===== src/rtl/serial_add_sub_mux.sv =====
// Bit-serial add/subtract stage feeding one mux-based full-adder cell, LSB first.
// Start/busy/done handshake; result, final carry and signed overflow registered.

module full_adder_using_mux (
    input  logic A,
    input  logic B,
    input  logic Cin,
    output logic Sum,
    output logic Cout
);
    // {A,B} selects the 4:1 mux data inputs; Cin (or its complement) is the data.
    always_comb begin
        Sum  = 1'b0;
        Cout = 1'b0;
        case ({A, B})
            2'b00:   begin Sum = Cin;  Cout = 1'b0; end
            2'b01:   begin Sum = ~Cin; Cout = Cin;  end
            2'b10:   begin Sum = ~Cin; Cout = Cin;  end
            default: begin Sum = Cin;  Cout = 1'b1; end
        endcase
    end
endmodule

module serial_add_sub_mux #(
    parameter int WIDTH = 8
) (
    input  logic             clk,
    input  logic             rst,
    input  logic             start,
    input  logic             mode,
    input  logic [WIDTH-1:0] a,
    input  logic [WIDTH-1:0] b,
    output logic [WIDTH-1:0] result,
    output logic             carry_out,
    output logic             overflow,
    output logic             busy,
    output logic             done
);
    localparam int CW = (WIDTH > 1) ? $clog2(WIDTH) : 1;

    typedef enum logic [1:0] {IDLE, RUN, DONE} state_t;

    state_t           state, nxt;
    logic [WIDTH-1:0] a_sh, b_sh, res_sh;
    logic             mode_r, carry_q;
    logic [CW-1:0]    cnt;
    logic             fa_sum, fa_cout, last;

    full_adder_using_mux u_fa (
        .A    (a_sh[0]),
        .B    (b_sh[0] ^ mode_r),
        .Cin  (carry_q),
        .Sum  (fa_sum),
        .Cout (fa_cout)
    );

    assign last = (cnt == CW'(WIDTH - 1));

    always_ff @(posedge clk) begin
        if (rst) state <= IDLE;
        else     state <= nxt;
    end

    always_comb begin
        nxt = state;
        case (state)
            IDLE:    if (start) nxt = RUN;
            RUN:     if (last)  nxt = DONE;
            DONE:    nxt = IDLE;
            default: nxt = IDLE;
        endcase
    end

    // Subtraction runs as a + ~b + 1: the carry register is preloaded with mode.
    always_ff @(posedge clk) begin
        if (rst) begin
            a_sh      <= '0;
            b_sh      <= '0;
            res_sh    <= '0;
            mode_r    <= 1'b0;
            carry_q   <= 1'b0;
            cnt       <= '0;
            carry_out <= 1'b0;
            overflow  <= 1'b0;
        end else begin
            case (state)
                IDLE: begin
                    if (start) begin
                        a_sh    <= a;
                        b_sh    <= b;
                        mode_r  <= mode;
                        carry_q <= mode;
                        cnt     <= '0;
                    end
                end
                RUN: begin
                    res_sh  <= {fa_sum, res_sh[WIDTH-1:1]};
                    a_sh    <= {1'b0, a_sh[WIDTH-1:1]};
                    b_sh    <= {1'b0, b_sh[WIDTH-1:1]};
                    carry_q <= fa_cout;
                    cnt     <= cnt + 1'b1;
                    if (last) begin
                        carry_out <= fa_cout;
                        // carry_q still holds the carry into the MSB here
                        overflow  <= fa_cout ^ carry_q;
                    end
                end
                default: ;
            endcase
        end
    end

    assign result = res_sh;

    always_comb begin
        busy = (state == RUN);
        done = (state == DONE);
    end
endmodule


===== config.mk =====
export PLATFORM = sky130hd
export DESIGN_NAME = serial_add_sub_mux
export DESIGN_NICKNAME = d
export VERILOG_FILES = /design/src/rtl/serial_add_sub_mux.sv
export SDC_FILE = /design/constraint.sdc
export NUM_CORES = 1
export LEC_CHECK = 0
export ABC_AREA = 1
export CORE_MARGIN = 2
export CORE_UTILIZATION = 50
export DETAILED_ROUTE_END_ITERATION = 10
export PLACE_DENSITY_LB_ADDON = 0.05
export SYNTH_ARGS = -nofsm -noshare
export SYNTH_HDL_FRONTEND = slang
export SYNTH_SLANG_ARGS = --single-unit

===== constraint.sdc =====
create_clock -name clk -period 1.4 [get_ports clk]
set_input_delay 0.14 -clock clk [delete_from_list [all_inputs] [get_ports clk]]
set_output_delay 0.14 -clock clk [all_outputs]
set_load 0.005 [all_outputs]

[Word-level counts from Yosys, hierarchy flattened]
Cells that the tools add are included.
Storage, ports and cells
  RAM bits: 0
  output and inout bits: 12
  bits in read-only memories: 0
  bits in registers: 33
  input bits: 20
  bits in latches: 0
  word-level logic and storage cells: 41
  memories: 0
Cells by class
  reduce and logical (&&, ||, !) cells: 8
  add/subtract/negate cells: 1
  bitwise logic cells: 3
  $lt $le $gt $ge: 0
  shift operators: 0
  mux-type cells: 13
  eq/ne operators: 7
  multipliers: 0
  div/mod/pow operators: 0
Operators with widths (count)
  case mux 8 bit (2 select lines): 2
  2-to-1 mux 8 bit: 2
  AND reduction 2 bit: 4
  case mux 3 bit (2 select lines): 1
  == test 2 x 1 -> 1 bit, second input constant: 2
  == test 2 bit, second input constant: 2
  zero test 2 bit: 2
  2-to-1 mux 2 bit: 2
  case mux 1 bit (2 select lines): 2
  case mux 2 bit (2 select lines): 1
  adder 3 x 1 -> 3 bit, second input constant: 1
  == test 3 bit, second input constant: 1
  2-to-1 mux 3 bit: 1
  2-to-1 mux 1 bit: 2
  inequality test 2 x 1 -> 1 bit, second input constant: 1
  inequality test 2 bit, second input constant: 1
  nonzero test 2 bit: 1
  OR reduction 2 bit: 1
  bitwise XOR 1 bit: 2
  inverter 1 bit: 1

[Longest topological paths before layout]
Gate-level depths: netlist of the first run.
  depth after elaboration: 5
  mapped depth: 7
  gate-level depth less buffers: 6

[Cells and area by module]
A second synthesis of the first run with hierarchy kept.
Second synthesis, totals
  cell total of the unflattened synthesis: 219
  area, all modules: 1695.4 sq um
By module, submodules not included
  serial_add_sub_mux: instances 1, area an instance 1675.4 sq um, seq. area each 660.6 sq um, cells each 218
  full_adder_using_mux: instances 1, area an instance 20.0 sq um, seq. area each 0.0 sq um, cells each 1

[Worst setup path after synthesis of the first run]
OpenSTA, ideal clock, no wires.
  kind: register to register
  start: register b_sh[0]
  end: register overflow
  setup time: 0.113 ns
  arrival: 1.130 ns
  period minus slack after synthesis: 1.243 ns
  cell stages (with the launch flop): 6
  path slack: 0.157 ns
  required time: 1.287 ns
  buffers on the path: 0
  cell sequence: dfxtp_1 -> xor2_1 -> fa_1 -> xor2_1 -> nor2_1 -> nor2_1
On the way
  cells in the longest elaborated chain, start to end: 5
  elaborated cells on any way between the ends: 7
  those cells by class: 2 x eq/ne; 1 x mux; 2 x bitwise; 2 x reduce/logical
Ends and longest elaborated chain
  from (decl): RTL line 44  | logic [WIDTH-1:0] a_sh, b_sh, res_sh;
  from (signal assigned): RTL line 99  | b_sh <= {1'b0, b_sh[WIDTH-1:1]};
  bitwise XOR 1 bit *: RTL line 51  | .B (b_sh[0] ^ mode_r),
  == test 2 x 1 -> 1 bit or == test 2 bit (tied branches): RTL line 15  | case ({A, B})
  OR reduction 2 bit (no source line)
  case mux 1 bit (2 select lines) *: RTL line 15
  via fa_cout: RTL line 47  | logic fa_sum, fa_cout, last;
  bitwise XOR 1 bit *: RTL line 105  | overflow <= fa_cout ^ carry_q;
  to (signal assigned): RTL line 105
  to (decl): RTL line 35  | output logic overflow,
The timed path passes the listed nets; every way through them passes the cells marked *.
A chain may end at the register's enable or synchronous reset.

[Worst setup path in the final report of the first run]
  start: register res_sh[5], in the netlist result[5]
  end: output result[5]
RTL lines
  from (decl): RTL line 44
  from (signal assigned): RTL line 97  | res_sh <= {fa_sum, res_sh[WIDTH-1:1]};
  to (decl): RTL line 33  | output logic [WIDTH-1:0] result,
No word-level cell between the ends.

==> results of run 1 <==
[report_power, final]
group          internal [mW]  switching (mW)  leakage, nW
Sequential              1.02          0.0476        0.275
Combinational          0.224           0.215        0.662
Clock                  0.237           0.294       0.0314
[metal layers]
metal  GRT usage, %  wire (microns)
met5              0               0
met4           7.62              34
met3           7.04             148
met2           31.8            1480
met1           26.2            1640
[timing repair]
action | in CTS | in global routing
resized for setup | 7 | 8
hold endpoints to repair | 0 | 0
pin swaps | 0 | 0
setup endpoints to repair | 2 | 6
setup buffers | 1 | 1
[cells by family after synthesis]
kind of cell / after synthesis
flops: 33
xor+xnor: 2
fa+ha+maj: 3
compound gates: 17
simple gates: 145
buf+inv: 35
[worst min-delay path, stage by stage]
cell and delay (ns):
sky130_fd_sc_hd__clkdlybuf4s50_1 0.42, sky130_fd_sc_hd__nand3_1 0.09, sky130_fd_sc_hd__a21oi_1 0.06
[cell type report]
type | instances | area, sq um | area share [%]
timing repair buffer | 44 | 439 | 21.3
clock buffer | 7 | 55.1 | 2.67
tap | 44 | 55.1 | 2.67
sequential | 33 | 669 | 32.4
inverter | 24 | 90.1 | 4.36
multi-input combinational | 167 | 756 | 36.6
[cells in the mapped netlist]
| library cell | n |
|---|---|
| sky130_fd_sc_hd__xor2_1 | 2 |
| sky130_fd_sc_hd__nor2_4 | 1 |
| sky130_fd_sc_hd__nor2_1 | 53 |
| sky130_fd_sc_hd__inv_2 | 3 |
| sky130_fd_sc_hd__o21ai_4 | 1 |
| sky130_fd_sc_hd__buf_6 | 6 |
| sky130_fd_sc_hd__inv_1 | 21 |
| sky130_fd_sc_hd__a21oi_1 | 6 |
| sky130_fd_sc_hd__buf_4 | 1 |
| sky130_fd_sc_hd__o21ai_0 | 10 |
| sky130_fd_sc_hd__fa_1 | 1 |
| sky130_fd_sc_hd__buf_2 | 4 |
| sky130_fd_sc_hd__ha_1 | 2 |
| sky130_fd_sc_hd__nand2_4 | 1 |
| sky130_fd_sc_hd__nand3_1 | 20 |
| sky130_fd_sc_hd__dfxtp_1 | 33 |
| sky130_fd_sc_hd__nand2_1 | 70 |
[state kept, by name (all words and copies together), names as in the netlist]
name / cells
a_sh: 8
b_sh: 8
result: 8
cnt: 3
state: 2
carry_out: 1
carry_q: 1
mode_r: 1
overflow: 1
[metrics by stage]
stage	power (mW)	hold WS (ns)
3_5_place_dp	1.51	0.454
5_1_grt	2.17	0.408
2_1_floorplan	1.34	0.209
4_1_cts	2.05	0.392
3_3_place_gp	1.50	0.448
6_report	2.03	0.416
[final timing paths]
| path | startpoint | end | slack [ns] | cells past startpoint |
|---|---|---|---|---|
| min reg2reg | b_sh[7] | b_sh[7] | 0.47 | 2 |
| max | result[5] | result[5] | 0.05 | 1 |
| min | a[7] | a_sh[7] | 0.42 | 3 |
| max reg2reg | mode_r | result[7] | 0.11 | 4 |
==> impl_summary.txt, run 1 <==
----------------------------------------------------
[Worst setup path]
  Endpoint kind of the worst setup timing path ... primary output
  Worst-path cell chain ... clkdlybuf4s50_1
  Delay of the slowest critical-path stage ... 0.51 ns
  Cell type of the slowest stage on the worst timing path ... sky130_fd_sc_hd__clkdlybuf4s50_1
  Kind of cell adding the most delay to the critical path ... buffers and inverters
  Arrival time at the worst endpoint ... 1.21 ns
  Highest fanout seen on the critical path ... 3
  Data required time at the worst endpoint ... 1.26 ns
  Startpoint class of the critical path ... flop
  Type of the worst setup path ... reg -> out
  Count of buffer and inverter cells on the critical path ... 1

[Clock network]
  Clock root buffer master ... sky130_fd_sc_hd__clkbuf_4
  TritonCTS Buffers ... 5
  Total clock sinks ... 33
  Post-CTS clock slew at the launch and capture registers of the worst setup and hold paths ... 0.09 ns
  Number of H-tree levels ... 2
  TritonCTS clock tree ... built
  Post-CTS Hold Fix Bufs ... 0
  Clock Tree Buf Depth ... 2
  Later-pin clock latency in the skew report ... 0.32 ns

[Logic synthesis]
  Simple-gate area share of the yosys netlist ... 36.8%
  Synthesized area ... 1590 sq um
  Syn Nets ... 258
  Post-synthesis xor/xnor area fraction ... 1.10%
  Synth warn ... 0
  Post-synthesis adder-cell area fraction ... 2.83%
  Post-synthesis instance total ... 235
  Proportion of synthesized area in mux cells ... 0%
  Compound-gate portion of the synthesized area ... 6.06%
  Main combinational cell family by area after synthesis ... simple AND/OR/NAND/NOR gates
  Cell types with the largest area share after synthesis ... sky130_fd_sc_hd__dfxtp_1 42%, sky130_fd_sc_hd__nand2_1 17%, sky130_fd_sc_hd__nor2_1 13%, sky130_fd_sc_hd__nand3_1 6.3%, sky130_fd_sc_hd__inv_1 5.0%
  Largest area contributor in the netlist ... sky130_fd_sc_hd__dfxtp_1
  Portion of the post-synthesis area used by sequential elements ... 41.6%
  Post-synthesis register bit count ... 33
  Average cell area after synthesis ... 6.76 sq um
  Count of distinct cell types in the synthesized netlist ... 17
  Portion of synthesized cell area occupied by the leading cell type ... 41.6%

[Final layout]
  Most frequent cells in the layout ... 70 x sky130_fd_sc_hd__nand2_1, 52 x sky130_fd_sc_hd__nor2_1, 29 x sky130_fd_sc_hd__clkdlybuf4s50_1
  Nets ... 298
  Layout filler cell count ... 284
  Post-layout instance count excluding filler cells ... 319
  Fraction of layout instances using a drive strength above 1 ... 13.1%
  Commonest non-fill, non-tap cell in the layout ... sky130_fd_sc_hd__nand2_1
  Cell area after layout ... 2060 sq um
  Core Util, Final ... 68.2%
  Antenna diode count ... 0
  Layout overhead on the synthesized area ... 29.9%

[Routing]
  Total via count after detailed routing ... 1,442
  Vias per std cell ... 4.52
  Routed WL per cell ... 10.4 microns
  Remaining number of nets flagged by the antenna check after routing ... 0
  Final WL ... 3310 microns
  Iteration-0 DRC Markers ... 67
  Length of the first detailed-routing pass in iterations ... 4
  DRC Markers ... 0

[Power]
  Leakage Power ... 0.968 nW
  PD cells ... 985 nW/um^2
  Maximum vdd ir drop ... 718 uV

[Floorplanning]
  Starting Density ... 52.5%
  Floorplan die area ... 3650 sq um
  Number of I/O pins ... 32
  Core area ... 3030 sq um
  Total number of placement rows ... 20
  Die Span X ... 60.4 microns
  Floorplan die height ... 60.4 microns

[Timing]
  Worst setup skew after layout ... 0.00440 ns
  Total setup violations reported at the end of the flow ... 0
  Period Utilization, post-route ... 96.7%
  Tightest Pin Transition ... 0.302 ns
  Min Clock Period, post-route ... 1.35 ns
  Unrepaired setup endpoints after global routing ... false
  Achievable Freq ... 0.739 GHz
  Final slew viol count ... 0
  TNS Setup ... 0 ns
  Hold Fails Final Rpt ... 0
  Final critical-path setup slack ... 0.0467 ns
  Rel. slew slack ... 79.8%

[Placement]
  Post-Place Cell Area ... 1980 sq um
  Post-Place Cells ... 310
  Minimum setup slack after placement ... 0.0992 ns
  Detailed placement HPWL ... 2270 microns
  Routability-driven placement congestion ratio ... 0.727
  Buffers on Ports ... 31

[Outcome]
  Status ... finished, final reports clean

[Global routing]
  Initial antenna violation count ... 0
  Sum of overflow across all layers after global routing ... 0
  Global-route wire length before repair ... 5430 microns
  Largest net degree at the start of global routing ... 26
  Total global routing track utilization ... 20.4%
  Number of global-route vias before repair ... 1,244

[Worst hold path]
  Min-Delay Path Class ... in -> reg

[Flow run]
  Maximum Capacitance Violations ... 0

----------------------------------------------------
No activity file was read; power rests on OpenSTA's default activity.
==> run 2, diff against run 1 <==
CORE_UTILIZATION = 54   (was 50)
clock period = 1.8 ns   (was 1.4 ns; I/O delays follow)
==> impl_summary.txt, run 2 (same netlist as run 1, synthesis figures left out) <==
----------------------------------------------------
[Timing]
  TNS Setup ... 0 ns
  Rel. slew slack ... 70.6%
  Unrepaired setup endpoints after global routing ... false
  Min Clock Period, post-route ... 1.70 ns
  Final slew viol count ... 0
  Total setup violations reported at the end of the flow ... 0
  Worst setup skew after layout ... 0.00575 ns
  Hold Fails Final Rpt ... 0
  Achievable Freq ... 0.587 GHz
  Period Utilization, post-route ... 94.6%
  Tightest Pin Transition ... 0.440 ns

[Global routing]
  Number of global-route vias before repair ... 1,256
  Initial antenna violation count ... 0
  Largest net degree at the start of global routing ... 35
  Global-route wire length before repair ... 5470 microns
  Total global routing track utilization ... 21.3%
  Sum of overflow across all layers after global routing ... 0

[Clock network]
  Clock root buffer master ... sky130_fd_sc_hd__clkbuf_4
  Total clock sinks ... 33
  Number of H-tree levels ... 2
  TritonCTS clock tree ... built
  Clock Tree Buf Depth ... 2
  # resized after CTS ... 0
  Post-CTS Hold Fix Bufs ... 0
  Post-CTS repair timing setup buffer count ... 0
  TritonCTS Buffers ... 5
  Post-CTS clock slew at the launch and capture registers of the worst setup and hold paths ... 0.09 ns
  Later-pin clock latency in the skew report ... 0.33 ns

[Power]
  PD cells ... 795 nW/um^2
  Int Power ... 1.13 mW
  Switching component of the power ... 424 uW
  Leakage Power ... 0.915 nW
  Fraction of power consumed by combinational cells ... 20.2%
  Switching portion of total power ... 27.4%
  Sequential cell fraction of total power ... 53.1%
  Clock power frac ... 26.7%
  Maximum vdd ir drop ... 660 uV

[Routing]
  Routed WL per cell ... 10.3 microns
  Final WL ... 3080 microns
  Iteration-0 DRC Markers ... 57
  Remaining number of nets flagged by the antenna check after routing ... 0
  Total via count after detailed routing ... 1,395
  Vias per std cell ... 4.68
  Length of the first detailed-routing pass in iterations ... 4
  DRC Markers ... 0

[Worst setup path]
  Startpoint class of the critical path ... flop
  Beginning of the critical path ... state[0]
  Worst r2r src ... b_sh[0]
  Type of the worst setup path ... reg -> out
  Endpoint kind of the worst setup timing path ... primary output
  FF-to-FF path depth ... 4
  Critical path capture point ... done
  Highest fanout seen on the critical path ... 4
  Data required time at the worst endpoint ... 1.62 ns
  Register-to-Register Setup Slack ... 0.48 ns
  Critical register-to-register path endpoint ... result[7]
  Arrival time at the worst endpoint ... 1.52 ns

[Outcome]
  Status ... finished, final reports clean

[Floorplanning]
  Floorplan die area ... 3390 sq um
  Total number of placement rows ... 19
  Die Span X ... 58.2 microns
  Floorplan die height ... 58.2 microns
  Starting Density ... 57.1%
  Number of I/O pins ... 32
  Core area ... 2780 sq um

[Placement]
  Post-Place Cells ... 291
  Buffers on Ports ... 31
  Routability-driven placement congestion ratio ... 0.810
  Detailed placement HPWL ... 2040 microns

[Worst hold path]
  Min-Delay Path Class ... in -> reg

[Final layout]
  Nets ... 290
  Layout filler cell count ... 255
  Antenna diode count ... 0
  Core Util, Final ... 70.0%
  Most frequent cells in the layout ... 70 x sky130_fd_sc_hd__nand2_1, 53 x sky130_fd_sc_hd__nor2_1, 33 x sky130_fd_sc_hd__dfxtp_1
  Fraction of layout instances using a drive strength above 1 ... 6.37%
  Layout overhead on the synthesized area ... 22.6%
  Post-layout instance count excluding filler cells ... 298
  Commonest non-fill, non-tap cell in the layout ... sky130_fd_sc_hd__nand2_1

[Flow run]
  Maximum Capacitance Violations ... 0

----------------------------------------------------
[run 2: cell count changes in the layout (fill, tap and decap cells not counted), sizes merged]
cell and change:
dlygate4sd2 -1, clkdlybuf4s50 +2, buf -9
[run 2: metrics by stage]
stage                     total power [mW]  hold slack, ns  setup slack [ns]  cell area, sq um
after floorplan                       1.04           0.249             0.557              1590
after global placement                1.15           0.462             0.365              1890
after detailed placement              1.16           0.461             0.334              1890
after CTS                             1.57           0.415            0.0941              1950
after global routing                  1.65           0.450            0.0402              1950
final                                 1.55           0.428            0.0971              1950
[run 2: layout make-up]
| type | count | area (sq um) | share of cell area (%) |
|---|---|---|---|
| sequential | 33 | 661 | 33.9 |
| inverter | 24 | 90.1 | 4.62 |
| tap | 31 | 38.8 | 1.99 |
| clock buffer | 7 | 55.1 | 2.83 |
| timing repair buffer | 36 | 360 | 18.5 |
| multi-input combinational | 167 | 743 | 38.2 |
[run 2: worst min path at each step]
| stage | from | end | slack (ns) | cells past startpoint |
|---|---|---|---|---|
| 6_report | a[7] | a_sh[7] | 0.43 | 3 |
| 5_1_grt | a[7] | a_sh[7] | 0.45 | 3 |
| 4_1_cts | a[7] | a_sh[7] | 0.42 | 3 |
| 3_5_place_dp | cnt[1] | cnt[1] | 0.46 | 2 |
| 3_3_place_gp | result[0] | result[0] | 0.46 | 2 |
| 2_1_floorplan | rst | a_sh[7] | 0.25 | 1 |
[run 2: metal layers]
metal | share of wire, % | wire length, microns | GRT usage (%)
met3 | 4.2 | 129 | 6.03
met2 | 45 | 1380 | 33.9
met4 | 0.88 | 27 | 6.98
met1 | 50 | 1540 | 27.9
met5 | 0 | 0 | 0
[run 2: power groups by stage]
stage | clock network, mW | registers (mW) | logic [mW]
after global placement | 0 | 0.840 | 0.314
after CTS | 0.428 | 0.824 | 0.318
final | 0.413 | 0.823 | 0.313
after floorplan | 0 | 0.833 | 0.212
after detailed placement | 0 | 0.841 | 0.316
after global routing | 0.454 | 0.833 | 0.360
[run 2: worst max-delay path, stage by stage, from the launching register on]
cell,delay (ns)
sky130_fd_sc_hd__dfxtp_1,0.37
sky130_fd_sc_hd__buf_4,0.18
sky130_fd_sc_hd__nor2_1,0.13
sky130_fd_sc_hd__clkdlybuf4s50_1,0.52
==> run 3, diff against run 2 <==
SKIP_CTS_REPAIR_TIMING = 1   (was unset)
==> results of run 3 <==
Same layout as run 2: the final DEF is identical, and so are final timing and power.
